### src/rtl/countones_sched.sv
// countones_sched: popcount engine shared by two requesters under round-robin arbitration.
// The accepted operand is counted CHUNK bits per cycle in a narrow adder, and the result is
// returned tagged with the requester id.
// Optional build macro: COUNTONES_SCHED_EARLY_EXIT_EN. When it is defined, counting stops as
// soon as the remaining shifted operand is all zeros. The count is the same in both builds.
module countones_sched #(
    parameter int unsigned WIDTH = 32,
    parameter int unsigned CHUNK = 8,
    parameter int unsigned CW    = $clog2(WIDTH + 1)
) (
    input  logic             clk,
    input  logic             rst,
    input  logic             in0_valid,
    output logic             in0_ready,
    input  logic [WIDTH-1:0] in0_data,
    input  logic             in1_valid,
    output logic             in1_ready,
    input  logic [WIDTH-1:0] in1_data,
    output logic             out_valid,
    input  logic             out_ready,
    output logic [CW-1:0]    out_count,
    output logic             out_id
);

    localparam int unsigned NBEATS = WIDTH / CHUNK;
    localparam int unsigned BW     = $clog2(NBEATS + 1);
    localparam int unsigned PW     = $clog2(CHUNK + 1);

    typedef enum logic [1:0] {StIdle, StCount, StDone} state_e;

    state_e           state_q;
    logic [WIDTH-1:0] sr_q;
    logic [CW-1:0]    acc_q;
    logic [BW-1:0]    beats_q;
    logic             id_q;
    logic             prio_q;
    logic             out_valid_q;

    logic             grant;
    logic             grant_valid;
    logic [WIDTH-1:0] grant_data;
    logic [PW-1:0]    beat_cnt;
    logic [WIDTH-1:0] sr_shift;
    logic             count_last;

    // Arbitrate: prio_q breaks the tie when both are valid, otherwise the lone requester wins
    always_comb begin
        grant_valid = in0_valid | in1_valid;
        if (in0_valid && in1_valid) begin
            grant = prio_q;
        end else begin
            grant = in1_valid;
        end
    end

    assign in0_ready  = (state_q == StIdle) && grant_valid && !grant;
    assign in1_ready  = (state_q == StIdle) && grant_valid && grant;
    assign grant_data = grant ? in1_data : in0_data;

    // Popcount of the low chunk of the shift register
    always_comb begin
        beat_cnt = '0;
        for (int unsigned i = 0; i < CHUNK; i++) begin
            beat_cnt = beat_cnt + PW'(sr_q[i]);
        end
    end

    assign sr_shift = sr_q >> CHUNK;

`ifdef COUNTONES_SCHED_EARLY_EXIT_EN
    // Nothing left to count once the post-shift operand is all zeros
    assign count_last = (beats_q == BW'(1)) || (sr_shift == '0);
`else
    assign count_last = (beats_q == BW'(1));
`endif

    // FSM with datapath and registered result outputs
    always_ff @(posedge clk or posedge rst) begin
        if (rst) begin
            state_q     <= StIdle;
            sr_q        <= '0;
            acc_q       <= '0;
            beats_q     <= '0;
            id_q        <= 1'b0;
            prio_q      <= 1'b0;
            out_valid_q <= 1'b0;
        end else begin
            unique case (state_q)
                StIdle: begin
                    if (grant_valid) begin
                        sr_q    <= grant_data;
                        acc_q   <= '0;
                        beats_q <= BW'(NBEATS);
                        id_q    <= grant;
                        prio_q  <= ~grant;
                        state_q <= StCount;
                    end
                end
                StCount: begin
                    acc_q   <= acc_q + CW'(beat_cnt);
                    sr_q    <= sr_shift;
                    beats_q <= beats_q - BW'(1);
                    if (count_last) begin
                        state_q     <= StDone;
                        out_valid_q <= 1'b1;
                    end
                end
                StDone: begin
                    // Result is handed off and the FSM returns to idle; no accept this cycle
                    if (out_ready) begin
                        out_valid_q <= 1'b0;
                        state_q     <= StIdle;
                    end
                end
                default: begin
                    state_q <= StIdle;
                end
            endcase
        end
    end

    assign out_valid = out_valid_q;
    assign out_count = acc_q;
    assign out_id    = id_q;

endmodule

### config.mk
export PLATFORM = sky130hd
export DESIGN_NAME = countones_sched
export DESIGN_NICKNAME = d
export VERILOG_FILES = /design/src/rtl/countones_sched.sv
export SDC_FILE = /design/constraint.sdc
export NUM_CORES = 1
export LEC_CHECK = 0
export BUFFER_PORTS_ARGS = -buffer_cell sky130_fd_sc_hd__buf_2
export CORE_MARGIN = 2
export CORE_UTILIZATION = 40
export CTS_BUF_LIST = sky130_fd_sc_hd__clkbuf_8
export DETAILED_ROUTE_END_ITERATION = 8
export PLACE_DENSITY = 0.68
export RECOVER_POWER = 100
export SLEW_MARGIN = 10
export SYNTH_ARGS = -nofsm -noshare
export SYNTH_HDL_FRONTEND = slang
export SYNTH_SLANG_ARGS = --single-unit
### constraint.sdc
create_clock -name clk -period 3.82 [get_ports clk]
set_clock_uncertainty 0.1 [all_clocks]
set_input_delay 0.191 -clock clk [delete_from_list [all_inputs] [get_ports clk]]
set_output_delay 0.191 -clock clk [all_outputs]
set_load 0.05 [all_outputs]
==> flow_summary_export.csv, run 1 <==
group,metric,value,unit
cts,cts_tree,"yes",
yosys,ys_async_sr_fraction,100.0,%
yosys,synth_seq_cells,46,
cts,cts_setup_buffers,0,
outcome,violations,"capacitance limit, slew limit",
critical_path,crit_fanout,3,
floorplan,die_x,84.41,um
floorplan,core,6314,um^2
timing,finalCritPeriodShare,92.89,%
yosys,synth_commonest_cells,"dfrtp_1 (46), mux2i_1 (34), a22oi_1 (24), o21ai_1 (24), inv_1 (17)",
pwr,p_leak,1.539,nW
floorplan,start_util,40.96,%
cts,numCtsBuffers,5,
critical_path,crit_required,3.93,ns
grt,grt_overflow,0,
cts,cts.root.buffer_cell,"clkbuf_8",
routing,via_per_inst,5.160,
critical_path,cp-end-kind,"flip-flop",
grt,grt_pass1_wl,9239,um
floorplan,io_pins,79,
yosys,synth_top_area_cell,"dfrtp_1",
placed_design,post-dp-hpwl,3808,um
critical_path,path_delay_family,"adder cells",
routing,routedWlPerCell,14.07,um
critical_path,timing.rr.start,"out_count[0]",
yosys,ys_warn_count,0,
timing,fin_crit,3.548,ns
yosys,synth_edf_count,0,
timing,relSlewSlack,-27.46,%
placed_design,gp_congestion,0.7741,
yosys,yosysMostFrequentCell,"dfrtp_1",
run,maxCapViolCount,5,
outcome,outcome,"complete, but fails checks",
yosys,synth_ff_type,"dfrtp_1",
cells_and_area,syn2layout_area_growth,16.55,%
critical_path,crit_path_top_delay_cell,"fa_1",
timing,fmax,0.2818,GHz
grt,grt_use_total,15.94,%
timing,drv_slew,165,
critical_path,critical_path_class,"flip-flop to flip-flop",
placed_design,place.port_buffers,78,
floorplan,row_count,29,
critical_path,critical_path.cell_chain,"fa_1, inv_1, fa_1, fa_1, fa_1, fa_1, nor2b_1, o21a_1, o21ai_0, mux2i_1",
yosys,postSynthAreaPerCell,10.87,um^2
yosys,ys_seq_area_share,44.51,%
grt,grt_pass1_vias,1947,
timing,setup_tns,0,ns
pwr,p_per_area,828.2,nW/um^2
cells_and_area,final_nets,391,
cts,htree_levels,2,
routing,drt_iter0_drc,135,
worst_hold_path,hp-start,"in1_valid",
routing,first_pass_iters,4,
timing,worst_pin_slew,1.905,ns
pwr,p_total,2.496,mW
yosys,synth_fp_nets,320,
critical_path,start_kind,"flip-flop",
routing,routed_wl,5445,um
worst_hold_path,holdPathStages,2,
cts,clkSlewWorstSetupHoldPaths,0.09,ns
floorplan,dieArea,7125,um^2
worst_hold_path,hp-class,"primary input to flip-flop",
cts,clkSinkCount,46,
timing,hold_viol,0,
timing,rsz0062_at_grt,"false",
pwr,ir_worst_vdd,0.4412,mV
critical_path,critical_path_arrival,3.66,ns
critical_path,r2r-end,"out_count[4]",
grt,grt_max_degree,47,
cells_and_area,drive_above_1_share,27.42,%
yosys,netlist_top_cells_area,"dfrtp_1 (45%), mux2i_1 (13%), a22oi_1 (7.0%), o21ai_1 (4.6%), fa_1 (3.9%)",
critical_path,reg2reg_slack,0.27,ns
floorplan,dieHeight,84.41,um
critical_path,max_stage_delay,0.54,ns
cells_and_area,diodes,0,
routing,ant_nets,0,
yosys,synth_top_area_share,44.51,%
yosys,yosysUniqueCellTypes,35,
critical_path,cp.buffers_inverters,1,
cells_and_area,nFillCells,619,
cts,cts.repair.resized,0,
routing,drc,0,
critical_path,rr_worst_depth,10,
yosys,syn-instance-count,238,
cts,cts_buffer_depth,2,
timing,finalSetupViolCount,0,
worst_hold_path,hold_end,"prio_q",
critical_path,crit_top_cell,"fa_1",
yosys,synth_area,2586,um^2
grt,grt_antenna_before_repair,0,
routing,num_vias,1997,
cts,hold_buffers,0,
cts,clock_latency,0.29,ns
worst max-delay path by stage:
stage	startpoint	endpoint	cells after the start	slack (ns)
detailed placement	out_count[0]	out_count[4]	10	0.30
finish	out_count[0]	out_count[4]	10	0.27
floorplan	out_count[0]	out_count[4]	10	0.24
CTS	out_count[0]	out_count[4]	10	0.30
global placement	out_count[0]	out_count[4]	10	0.41
global route	out_count[0]	out_count[4]	10	0.09
flip-flops by register name (all words and copies together), names as in the netlist:
signal     count
sr_q          32
out_count      6
beats_q        3
state_q        2
out_id         1
out_valid      1
prio_q         1
power breakdown:
group          leakage, nW  internal [mW]  switching, mW
sequential           0.583          0.694          0.137
combinational        0.896          0.512          0.803
clock               0.0607          0.191          0.158
per-layer routing:
| metal | global-route usage (%) | part of all wire (%) | up-vias |
|---|---|---|---|
| met5 | 0 | 0 | - |
| met4 | 3.896 | 0.88 | 0 |
| met3 | 3.245 | 4.4 | 4 |
| met2 | 25.40 | 48 | 54 |
| met1 | 22.50 | 46 | 935 |
| li1 | - | - | 1004 |
kinds of logic after synthesis:
family	count (synthesis)	share of synthesized area [%]
AO/OA/AOI/OAI	81	20.51
buffers and inverters	33	7.741
multiplexers	34	13.16
adder cells (fa/ha/maj)	13	7.741
flip-flops	46	44.51
AND/OR/NAND/NOR	31	6.337
placed cells by master (no fill, tap or decap), types with 8 or more instances in the layout:
cell type / count
a22oi_1: 24
buf_2: 69
clkbuf_1: 9
dfrtp_1: 46
ha_1: 8
inv_1: 19
mux2i_1: 34
nand3_1: 13
o21ai_0: 36
final cells by class:
type                            count  area, um^2  area share, %
Timing Repair Buffer               79       386.6          12.83
Clock buffer                        5       68.82          2.283
Tap cell                           77       96.34          3.196
Inverter                           18       67.56          2.242
Sequential cell                    46        1151          38.19
Clock inverter                      3       37.54          1.245
Multi-Input combinational cell    159        1206          40.02
metrics by stage:
| step | cells | setup slack (ns) | util (%) | hold WS (ns) | cell area (um^2) |
|---|---|---|---|---|---|
| 2_1_floorplan | 238 | 0.2448 | - | 0.1951 | 2586 |
| 5_1_grt | 387 | 0.09064 | 47.74 | 0.03618 | 3014 |
| 4_1_cts | 387 | 0.2980 | 48.49 | 0.05414 | 3062 |
| 3_5_place_dp | 379 | 0.3027 | 46.81 | 0.3603 | 2955 |
| 3_3_place_gp | 379 | 0.4085 | 46.81 | 0.3564 | 2955 |
| 6_report | 387 | 0.2716 | 47.74 | 0.05500 | 3014 |
(Power assumes the default switching activity.)
==> inputs of run 2 (changes only) <==
--- a/config.mk
+++ b/config.mk
@@ -6,11 +6,13 @@
 export NUM_CORES = 1
 export LEC_CHECK = 0
 export BUFFER_PORTS_ARGS = -buffer_cell sky130_fd_sc_hd__buf_2
+export CELL_PAD_IN_SITES_DETAIL_PLACEMENT = 1
+export CELL_PAD_IN_SITES_GLOBAL_PLACEMENT = 2
 export CORE_MARGIN = 2
-export CORE_UTILIZATION = 40
+export CORE_UTILIZATION = 33
 export CTS_BUF_LIST = sky130_fd_sc_hd__clkbuf_8
 export DETAILED_ROUTE_END_ITERATION = 8
-export PLACE_DENSITY = 0.68
+export PLACE_DENSITY = 0.85
 export RECOVER_POWER = 100
 export SLEW_MARGIN = 10
 export SYNTH_ARGS = -nofsm -noshare
==> flow_summary_export.csv, run 2 (same netlist as run 1, synthesis figures left out) <==
group,metric,value,unit
cells_and_area,largest_reg_flops,32,
timing,worst_pin_slew,1.759,ns
critical_path,crit_path_top_delay_cell,"fa_1",
critical_path,crit_required,3.90,ns
cts,clkSlewWorstSetupHoldPaths,0.10,ns
cells_and_area,mostFrequentLayoutCell,"buf_2",
routing,drc,0,
cts,hold_buffers,0,
cts,htree_levels,2,
routing,ant_nets,0,
pwr,sw_frac_of_total,46.49,%
critical_path,critical_path.cell_chain,"fa_1, inv_1, fa_1, fa_1, fa_1, fa_1, nor2b_1, o21a_1, o21ai_0, mux2i_1",
cts,clock_latency,0.31,ns
grt,grt_pass1_vias,2082,
pwr,seqPwrFrac,33.4,%
floorplan,core,7647,um^2
critical_path,crit_fanout,3,
critical_path,worst-path-stages,10,
routing,drt_iter0_drc,67,
worst_hold_path,hp-start,"in1_data[29]",
timing,finalSetupViolCount,0,
pwr,p_int,1.337,mW
routing,first_pass_iters,4,
critical_path,path_delay_family,"adder cells",
critical_path,cp-end-kind,"flip-flop",
critical_path,crit_top_cell,"fa_1",
pwr,power.share.clock,12.9,%
timing,fmax,0.2811,GHz
floorplan,io_pins,79,
grt,grt_pass1_wl,10120,um
placed_design,gp_congestion,0.7196,
critical_path,timing.rr.start,"out_count[0]",
critical_path,rr_worst_depth,10,
cts,cts_setup_buffers,0,
outcome,outcome,"complete, but fails checks",
pwr,power.share.combinational,53.7,%
pwr,switching_power,1.162,mW
timing,fin_crit,3.557,ns
worst_hold_path,holdPathStages,3,
floorplan,row_count,32,
timing,finalCritPeriodShare,93.11,%
worst_hold_path,hp-class,"primary input to flip-flop",
floorplan,start_util,33.82,%
critical_path,start_kind,"flip-flop",
pwr,p_per_area,828.3,nW/um^2
grt,grt_antenna_before_repair,0,
timing,hold_viol,0,
grt,grt_overflow,0,
cells_and_area,largest_register,"sr_q",
timing,rsz0062_at_grt,"false",
critical_path,critical_path_class,"flip-flop to flip-flop",
cts,cts.root.buffer_cell,"clkbuf_8",
floorplan,die_x,92.53,um
timing,relSlewSlack,-17.38,%
routing,num_vias,2035,
grt,grt_use_total,14.89,%
outcome,violations,"capacitance limit, slew limit",
cells_and_area,drive_above_1_share,26.37,%
cells_and_area,syn2layout_area_growth,16.64,%
timing,whs,0.05699,ns
placed_design,post-dp-hpwl,4409,um
routing,routedWlPerCell,14.58,um
timing,setup_tns,0,ns
cells_and_area,mostFrequentLayoutCells,"buf_2 (68), dfrtp_1 (46), o21ai_0 (40)",
cts,cts_buffer_depth,2,
grt,grt_max_degree,47,
cts,numCtsBuffers,5,
routing,via_per_inst,4.927,
cts,clkSinkCount,46,
run,maxCapViolCount,4,
critical_path,max_stage_delay,0.54,ns
cts,cts_tree,"yes",
placed_design,place.port_buffers,78,
floorplan,dieArea,8561,um^2
critical_path,startpoint,"out_count[0]",
timing,drv_slew,108,
routing,routed_wl,6023,um
floorplan,dieHeight,92.53,um
critical_path,cp.buffers_inverters,1,
critical_path,critical_path_arrival,3.64,ns
cts,cts.repair.resized,0,
cells_and_area,final_nets,392,
cells_and_area,diodes,0,
pwr,ir_worst_vdd,0.2201,mV
pwr,p_leak,1.519,nW
==> run 2: worst reg2reg max path: cells and delay by family, from the launching register on <==
kind / cells / cell delay [ns]
buf+inv: 1 / 0.05
compound gates: 2 / 0.22
mux: 1 / 0.17
fa+ha+maj: 5 / 2.28
simple gates: 1 / 0.19
flops: 1 / 0.43
==> run 2: path summary, 6_finish.rpt <==
kind | slack (ns) | endpoint
min reg2reg | 0.38 | out_count[5]
max reg2reg | 0.26 | out_count[4]
max | 0.26 | out_count[4]
min in group asynchronous | 0.32 | sr_q[13]
max in group asynchronous | 2.27 | out_count[3]
min | 0.06 | sr_q[29]
==> run 2: power by group through the flow <==
| stage | logic [mW] | registers, mW | clock network [mW] |
|---|---|---|---|
| after global placement | 1.34 | 0.836 | 0 |
| after detailed placement | 1.41 | 0.844 | 0 |
| final | 1.34 | 0.834 | 0.323 |
| after floorplan | 1.01 | 0.904 | 0 |
| after global routing | 1.54 | 0.861 | 0.352 |
| after CTS | 1.43 | 0.837 | 0.334 |
==> run 2: layout make-up <==
cell class	instances	area, um^2
fill	892	4631
multi-input combinational	159	1187
sequential	46	1151
timing repair buffer	80	386.6
tap	102	127.6
clock buffer	5	68.82
inverter	18	67.56
clock inverter	3	27.53
==> run 2: through the flow <==
| step | util, % | std cells | power (mW) | cell area, um^2 | worst slack (ns) |
|---|---|---|---|---|---|
| 2_1_floorplan | - | 238 | 1.913 | 2586 | 0.2448 |
| 6_report | 39.45 | 413 | 2.499 | 3017 | 0.2631 |
| 3_3_place_gp | 39.15 | 405 | 2.174 | 2994 | 0.4182 |
| 4_1_cts | 40.41 | 413 | 2.598 | 3090 | 0.2854 |
| 5_1_grt | 39.45 | 413 | 2.757 | 3017 | 0.1218 |
| 3_5_place_dp | 39.15 | 405 | 2.259 | 2994 | 0.3173 |
==> run 2: metal layers <==
layer	GRT usage, %	vias up	part of all wire (%)
met5	0	-	0
met4	3.358	0	0.85
met3	2.766	6	5.1
met2	24.03	59	47
met1	20.87	970	47
li1	-	1000	-
